[src/rtl/uart_rx_pkg.sv]
// Shared types and constants for the uart_rx_ascii receiver.
// Defining UART_RX_PARITY_EN adds the PARITY state to the state type.
package uart_rx_pkg;

   localparam int MIN_CLKS_PER_BIT = 4;

   typedef enum logic [2:0] {
      ST_IDLE   = 3'd0,
      ST_START  = 3'd1,
      ST_DATA   = 3'd2,
`ifdef UART_RX_PARITY_EN
      ST_PARITY = 3'd3,
`endif
      ST_STOP   = 3'd4
   } rx_state_e;

   function automatic int cnt_width(input int clks_per_bit);
      return $clog2(clks_per_bit);
   endfunction

endpackage

[src/rtl/uart_rx_ascii_rx_sync.sv]
// Two-flop synchronizer for the asynchronous serial line.
// Both flops reset to 1 so the line appears idle coming out of reset.
module rx_sync (
   input  logic clk,
   input  logic rst_n,
   input  logic d_i,
   output logic q_o
);

   logic meta_q;
   logic sync_q;

   always_ff @(posedge clk or negedge rst_n) begin
      if (!rst_n) begin
         meta_q <= 1'b1;
         sync_q <= 1'b1;
      end else begin
         meta_q <= d_i;
         sync_q <= meta_q;
      end
   end

   assign q_o = sync_q;

endmodule

[src/rtl/uart_rx_ascii.sv]
// UART 8-N-1 receiver with a valid/ready byte output and one-cycle error pulses.
// Defining UART_RX_PARITY_EN switches the frame to 8-E-1 and enables parity_err.
//
//   state  | meaning
//   IDLE   | waiting for a falling edge on the synchronized line
//   START  | half-bit wait, then confirm the start bit is still low
//   DATA   | sample 8 data bits LSB first, one per bit period
//   PARITY | sample the even-parity bit (UART_RX_PARITY_EN only)
//   STOP   | sample the stop bit, then deliver, flag or drop the byte
module uart_rx_ascii
   import uart_rx_pkg::*;
#(
   parameter int CLKS_PER_BIT = 16
) (
   input  logic       clk,
   input  logic       rst_n,
   input  logic       rx,
   output logic [7:0] data_out,
   output logic       data_valid,
   input  logic       data_ready,
   output logic       framing_err,
   output logic       overrun_err,
   output logic       parity_err
);

   localparam int              CW      = cnt_width(CLKS_PER_BIT);
   localparam logic [CW-1:0]   HALF_LD = CW'(CLKS_PER_BIT / 2);
   localparam logic [CW-1:0]   FULL_LD = CW'(CLKS_PER_BIT - 1);
   localparam logic [CW-1:0]   CNT_ONE = CW'(1);

   if (CLKS_PER_BIT < MIN_CLKS_PER_BIT || (CLKS_PER_BIT % 2) != 0) begin : g_bad_cfg
      $error("uart_rx_ascii: CLKS_PER_BIT must be even and >= %0d", MIN_CLKS_PER_BIT);
   end

   logic rx_s;
   logic rx_s_dly_q;
   logic rx_fall;

   rx_state_e     state_q,   state_d;
   logic [CW-1:0] cnt_q,     cnt_d;
   logic [2:0]    bit_cnt_q, bit_cnt_d;
   logic [7:0]    shift_q,   shift_d;
   logic [7:0]    data_q,    data_d;
   logic          valid_q,   valid_d;
   logic          ferr_q,    ferr_d;
   logic          oerr_q,    oerr_d;
   logic          cnt_tc;
`ifdef UART_RX_PARITY_EN
   logic          par_pend_q, par_pend_d;
   logic          perr_q,     perr_d;
`endif

   rx_sync u_rx_sync (
      .clk   (clk),
      .rst_n (rst_n),
      .d_i   (rx),
      .q_o   (rx_s)
   );

   assign rx_fall = rx_s_dly_q & ~rx_s;
   assign cnt_tc  = (cnt_q == '0);

   always_comb begin
      state_d   = state_q;
      cnt_d     = cnt_q;
      bit_cnt_d = bit_cnt_q;
      shift_d   = shift_q;
      data_d    = data_q;
      valid_d   = valid_q & ~data_ready;
      ferr_d    = 1'b0;
      oerr_d    = 1'b0;
`ifdef UART_RX_PARITY_EN
      par_pend_d = par_pend_q;
      perr_d     = 1'b0;
`endif
      unique case (state_q)
         ST_IDLE: begin
            if (rx_fall) begin
               state_d = ST_START;
               cnt_d   = HALF_LD;
`ifdef UART_RX_PARITY_EN
               par_pend_d = 1'b0;
`endif
            end
         end
         ST_START: begin
            if (cnt_tc) begin
               if (!rx_s) begin
                  state_d   = ST_DATA;
                  cnt_d     = FULL_LD;
                  bit_cnt_d = 3'd7;
               end else begin
                  state_d = ST_IDLE;
               end
            end else begin
               cnt_d = cnt_q - CNT_ONE;
            end
         end
         ST_DATA: begin
            if (cnt_tc) begin
               shift_d = {rx_s, shift_q[7:1]};
               cnt_d   = FULL_LD;
               if (bit_cnt_q == '0) begin
`ifdef UART_RX_PARITY_EN
                  state_d = ST_PARITY;
`else
                  state_d = ST_STOP;
`endif
               end else begin
                  bit_cnt_d = bit_cnt_q - 3'd1;
               end
            end else begin
               cnt_d = cnt_q - CNT_ONE;
            end
         end
`ifdef UART_RX_PARITY_EN
         ST_PARITY: begin
            if (cnt_tc) begin
               par_pend_d = rx_s ^ (^shift_q);
               cnt_d      = FULL_LD;
               state_d    = ST_STOP;
            end else begin
               cnt_d = cnt_q - CNT_ONE;
            end
         end
`endif
         ST_STOP: begin
            if (cnt_tc) begin
               state_d = ST_IDLE;
               if (!rx_s) begin
                  ferr_d = 1'b1;
`ifdef UART_RX_PARITY_EN
               end else if (par_pend_q) begin
                  perr_d = 1'b1;
`endif
               end else if (!valid_q || data_ready) begin
                  // a handshake in the same cycle frees the register for the new byte
                  data_d  = shift_q;
                  valid_d = 1'b1;
               end else begin
                  oerr_d = 1'b1;
               end
            end else begin
               cnt_d = cnt_q - CNT_ONE;
            end
         end
         default: state_d = ST_IDLE;
      endcase
   end

   always_ff @(posedge clk or negedge rst_n) begin
      if (!rst_n) begin
         rx_s_dly_q <= 1'b1;
         state_q    <= ST_IDLE;
         cnt_q      <= '0;
         bit_cnt_q  <= '0;
         shift_q    <= '0;
         data_q     <= '0;
         valid_q    <= 1'b0;
         ferr_q     <= 1'b0;
         oerr_q     <= 1'b0;
`ifdef UART_RX_PARITY_EN
         par_pend_q <= 1'b0;
         perr_q     <= 1'b0;
`endif
      end else begin
         rx_s_dly_q <= rx_s;
         state_q    <= state_d;
         cnt_q      <= cnt_d;
         bit_cnt_q  <= bit_cnt_d;
         shift_q    <= shift_d;
         data_q     <= data_d;
         valid_q    <= valid_d;
         ferr_q     <= ferr_d;
         oerr_q     <= oerr_d;
`ifdef UART_RX_PARITY_EN
         par_pend_q <= par_pend_d;
         perr_q     <= perr_d;
`endif
      end
   end

   assign data_out    = data_q;
   assign data_valid  = valid_q;
   assign framing_err = ferr_q;
   assign overrun_err = oerr_q;
`ifdef UART_RX_PARITY_EN
   assign parity_err  = perr_q;
`else
   assign parity_err  = 1'b0;
`endif

endmodule

[config.mk]
export PLATFORM = sky130hd
export DESIGN_NAME = uart_rx_ascii
export DESIGN_NICKNAME = d
export VERILOG_FILES = /design/src/rtl/uart_rx_pkg.sv /design/src/rtl/uart_rx_ascii_rx_sync.sv /design/src/rtl/uart_rx_ascii.sv
export SDC_FILE = /design/constraint.sdc
export NUM_CORES = 1
export LEC_CHECK = 0
export ABC_AREA = 1
export CAP_MARGIN = 30
export CORE_UTILIZATION = 30
export DETAILED_ROUTE_END_ITERATION = 10
export HOLD_SLACK_MARGIN = 0.03
export PLACE_DENSITY_LB_ADDON = 0.2
export SLEW_MARGIN = 40
export SYNTH_ARGS = -nofsm -noshare
export SYNTH_HDL_FRONTEND = slang
export SYNTH_SLANG_ARGS = --single-unit
[constraint.sdc]
create_clock -name clk -period 3.5 [get_ports clk]
set_clock_uncertainty 0.2 [all_clocks]
set_input_delay 1.05 -clock clk [delete_from_list [all_inputs] [get_ports clk]]
set_output_delay 1.05 -clock clk [all_outputs]
set_load 0.01 [all_outputs]
==> summary.md <==
| Metric | Value |
|---|---|
| Fillers | `484` |
| Register area share after synthesis | `53.4%` |
| Synth Instances | `168` |
| Highest metal layer with signal wires | `met4` |
| Total clock sinks | `32` |
| Clk Latency, worst-skew pair | `280 ps` |
| First-pass GRT wire length | `4730 um` |
| CTS tree | `yes` |
| Starting density of the core | `31.5%` |
| Row count | `25` |
| Crit. path cell count | `1` |
| Hold Path Class | `reg2reg` |
| CTS clk-pin slew, worst paths | `60 ps` |
| Synth unique cells | `28` |
| Cell Area, Synth | `1510 um2` |
| CTS Buf Count | `5` |
| Worst Setup SP | `data_out[7]` |
| Finish-stage setup viols | `0` |
| Worst-path cell chain | `clkdlybuf4s50_1` |
| TritonRoute pass-1 iters | `4` |
| WP buf/inv | `1` |
| Initial drt markers | `69` |
| CP startpoint kind | `flop` |
| Avg Inst Size Synth | `8.96 um2` |
| Critical setup path kind | `reg2out` |
| Max IR drop VDD | `261 uV` |
| Ant diodes | `0` |
| Final hold viol count | `0` |
| GRT Util Overall | `11.8%` |
| Fmax | `409 MHz` |
| Routed Antenna Nets | `0` |
| Max-cap viol count | `0` |
| Final period util | `69.8%` |
| CTS Root Buffer Type | `clkbuf_8` |
| RR Startpoint | `cnt_q[0]` |
| Grt total ovfl | `0` |
| Seq cells post-synth | `32` |
| Status | `completed` |
| Reg-to-reg endpoint | `bit_cnt_q[2]` |
| Register-to-register setup slack | `1770 ps` |
| Pin count of the biggest net entering global routing | `33` |
| Worst EP required | `2250 ps` |
| Top cells by area, synth | `dfrtp_1, nand2_1, inv_1` |
| Metal2 WL | `1160 um` |
| Die Span Y | `72.8 um` |
| Vias in the first global route | `1,055` |
| Slowest CP cell | `clkdlybuf4s50_1` |
| Nets | `194` |
| Routed wl met3 | `111 um` |
| Number of primary I/O pins | `16` |
| Hold Buf Count CTS | `0` |
| Actual slew at the worst max-slew pin | `504 ps` |
| YS warnings | `0` |
| Crit-path max cell delay | `550 ps` |
| WL per Instance | `10.2 um` |
| H-Tree Depth | `2` |
| Detailed Place HPWL | `1920 um` |
| Total die area | `5300 um2` |
| Top cell type's share of synthesized area | `48.2%` |
| Rel. slew slack | `66.3%` |
| Final Slew Violations | `0` |
| Critical Path AT | `1190 ps` |
| PortBufs | `14` |
| Power Dens Cells | `823 nW/um2` |
| Area leader, netlist | `dfrtp_1` |
| M1 wire length | `1270 um` |
| Placed inst area | `1700 um2` |
| Final min period | `2440 ps` |
| Die Wd | `72.8 um` |
| Post-CTS sizing | `0` |
| Gpl congestion | `0.737` |
| Maximum fanout along the worst path | `2` |
| Share of cells above drive strength 1 | `15.4%` |
| Post-Syn Nets | `175` |
| RSZ-0062 raised after global routing | `no` |
| Reg2Reg Depth | `9` |
| Detailed-route via count | `1,082` |
| Total wire length | `2600 um` |
| Worst Setup EP | `data_out[7]` |
| Post-route cell area | `1800 um2` |
| TNS Setup | `0 ps` |
| Family with the most delay on the worst path | `buffers and inverters` |
| Clock Tree Buf Depth | `2` |
| Area grow syn2layout | `19.5%` |
| Vias per Instance | `4.24` |
| Nature of the critical path endpoint | `primary output` |
| Antenna violations before repair | `0` |
| # DRC | `0` |
| CORE AREA | `4790 um2` |
| Leak pwr | `0.882 nW` |
| Post-CTS Setup Inserts | `0` |
==> layer usage <==
layer | vias to the layer above | track usage [%]
li1 | 557 | -
met1 | 501 | 15.2
met2 | 18 | 17.5
met3 | 6 | 4.14
met4 | 0 | 5.88
met5 | - | 0
==> per-stage QoR <==
| stage | cells | power [mW] | util, % | hold WS, ps | setup slack, ps |
|---|---|---|---|---|---|
| after global placement | 247 | 1.16 | 35.5 | 146 | 1040 |
| after detailed placement | 247 | 1.19 | 35.5 | 147 | 997 |
| after floorplan | 168 | 1.01 | - | 145 | 1430 |
| final | 255 | 1.48 | 37.6 | 160 | 1060 |
| after CTS | 255 | 1.50 | 37.6 | 160 | 1040 |
| after global routing | 255 | 1.63 | 37.6 | 169 | 993 |
==> cell type report <==
| cell class | count | area (um2) | share of cell area [%] |
|---|---|---|---|
| inverters | 24 | 90.1 | 5.01 |
| multi-input cells | 109 | 572 | 31.8 |
| well taps | 67 | 83.8 | 4.66 |
| repair buffers | 15 | 148 | 8.21 |
| clock buffers | 8 | 100 | 5.57 |
| flip-flops and latches | 32 | 805 | 44.7 |
==> worst reg2reg max path, stage by stage (launching register included) <==
cell     delay (ps)
dfrtp_1         410
inv_1            70
ha_1            200
nand2_2         130
inv_2           120
nand2_2          90
nor2_2          100
nand2_1         150
nand2_1          90
o21ai_1          60
==> logic make-up after synthesis <==
family	Yosys count	share of synthesized area, %
AO/OA/AOI/OAI	24	8.65
adder cells (fa/ha/maj)	3	2.49
buffers and inverters	27	8.56
flip-flops	32	53.5
other	1	0.249
AND/OR/NAND/NOR	80	26.0
XOR/XNOR	1	0.582
==> flip-flops by register name (all words and copies together), names as in the netlist <==
signal,count
data_out,8
state_q,3
bit_cnt_q,3
overrun_err,1
u_rx_sync.q_o,1
cnt_q,4
data_valid,1
u_rx_sync.meta_q,1
framing_err,1
rx_s_dly_q,1
shift_q,8
==> cell usage in the layout (no fill, tap or decap), drive strengths merged, types with 8 or more instances in the layout <==
cell type,synthesis,final
a21oi,8,8
clkbuf,0,8
clkdlybuf4s50,0,14
dfrtp,29,29
inv,24,24
nand2,45,45
nand3,8,8
nor2,22,22
o21ai,15,15
==> synthesized netlist by cell type (all sizes together) <==
library cell / instances
nor3: 2
buf: 3
dfrtp: 29
nor2: 22
conb: 1
o21ai: 15
o21bai: 1
inv: 24
dfstp: 3
nand3: 8
nand3b: 1
or2: 1
nand2: 45
ha: 3
a21oi: 8
nand4: 1
xnor2: 1
==> power by group <==
| group | switching, mW | leakage, nW | internal, mW | total [mW] |
|---|---|---|---|---|
| registers | 0.0808 | 0.405 | 0.489 | 0.570 |
| clock network | 0.127 | 0.0515 | 0.179 | 0.306 |
| logic | 0.358 | 0.425 | 0.246 | 0.604 |
==> how the worst min path moves through the flow <==
stage                           from            end  slack (ps)  depth (start not counted)
finish              u_rx_sync.meta_q  u_rx_sync.q_o         160                          0
global route        u_rx_sync.meta_q  u_rx_sync.q_o         170                          0
CTS                 u_rx_sync.meta_q  u_rx_sync.q_o         160                          0
detailed placement  u_rx_sync.meta_q  u_rx_sync.q_o         150                          0
global placement    u_rx_sync.meta_q  u_rx_sync.q_o         150                          0
floorplan           u_rx_sync.meta_q  u_rx_sync.q_o         150                          0
Power figures use the tool's default switching activity.
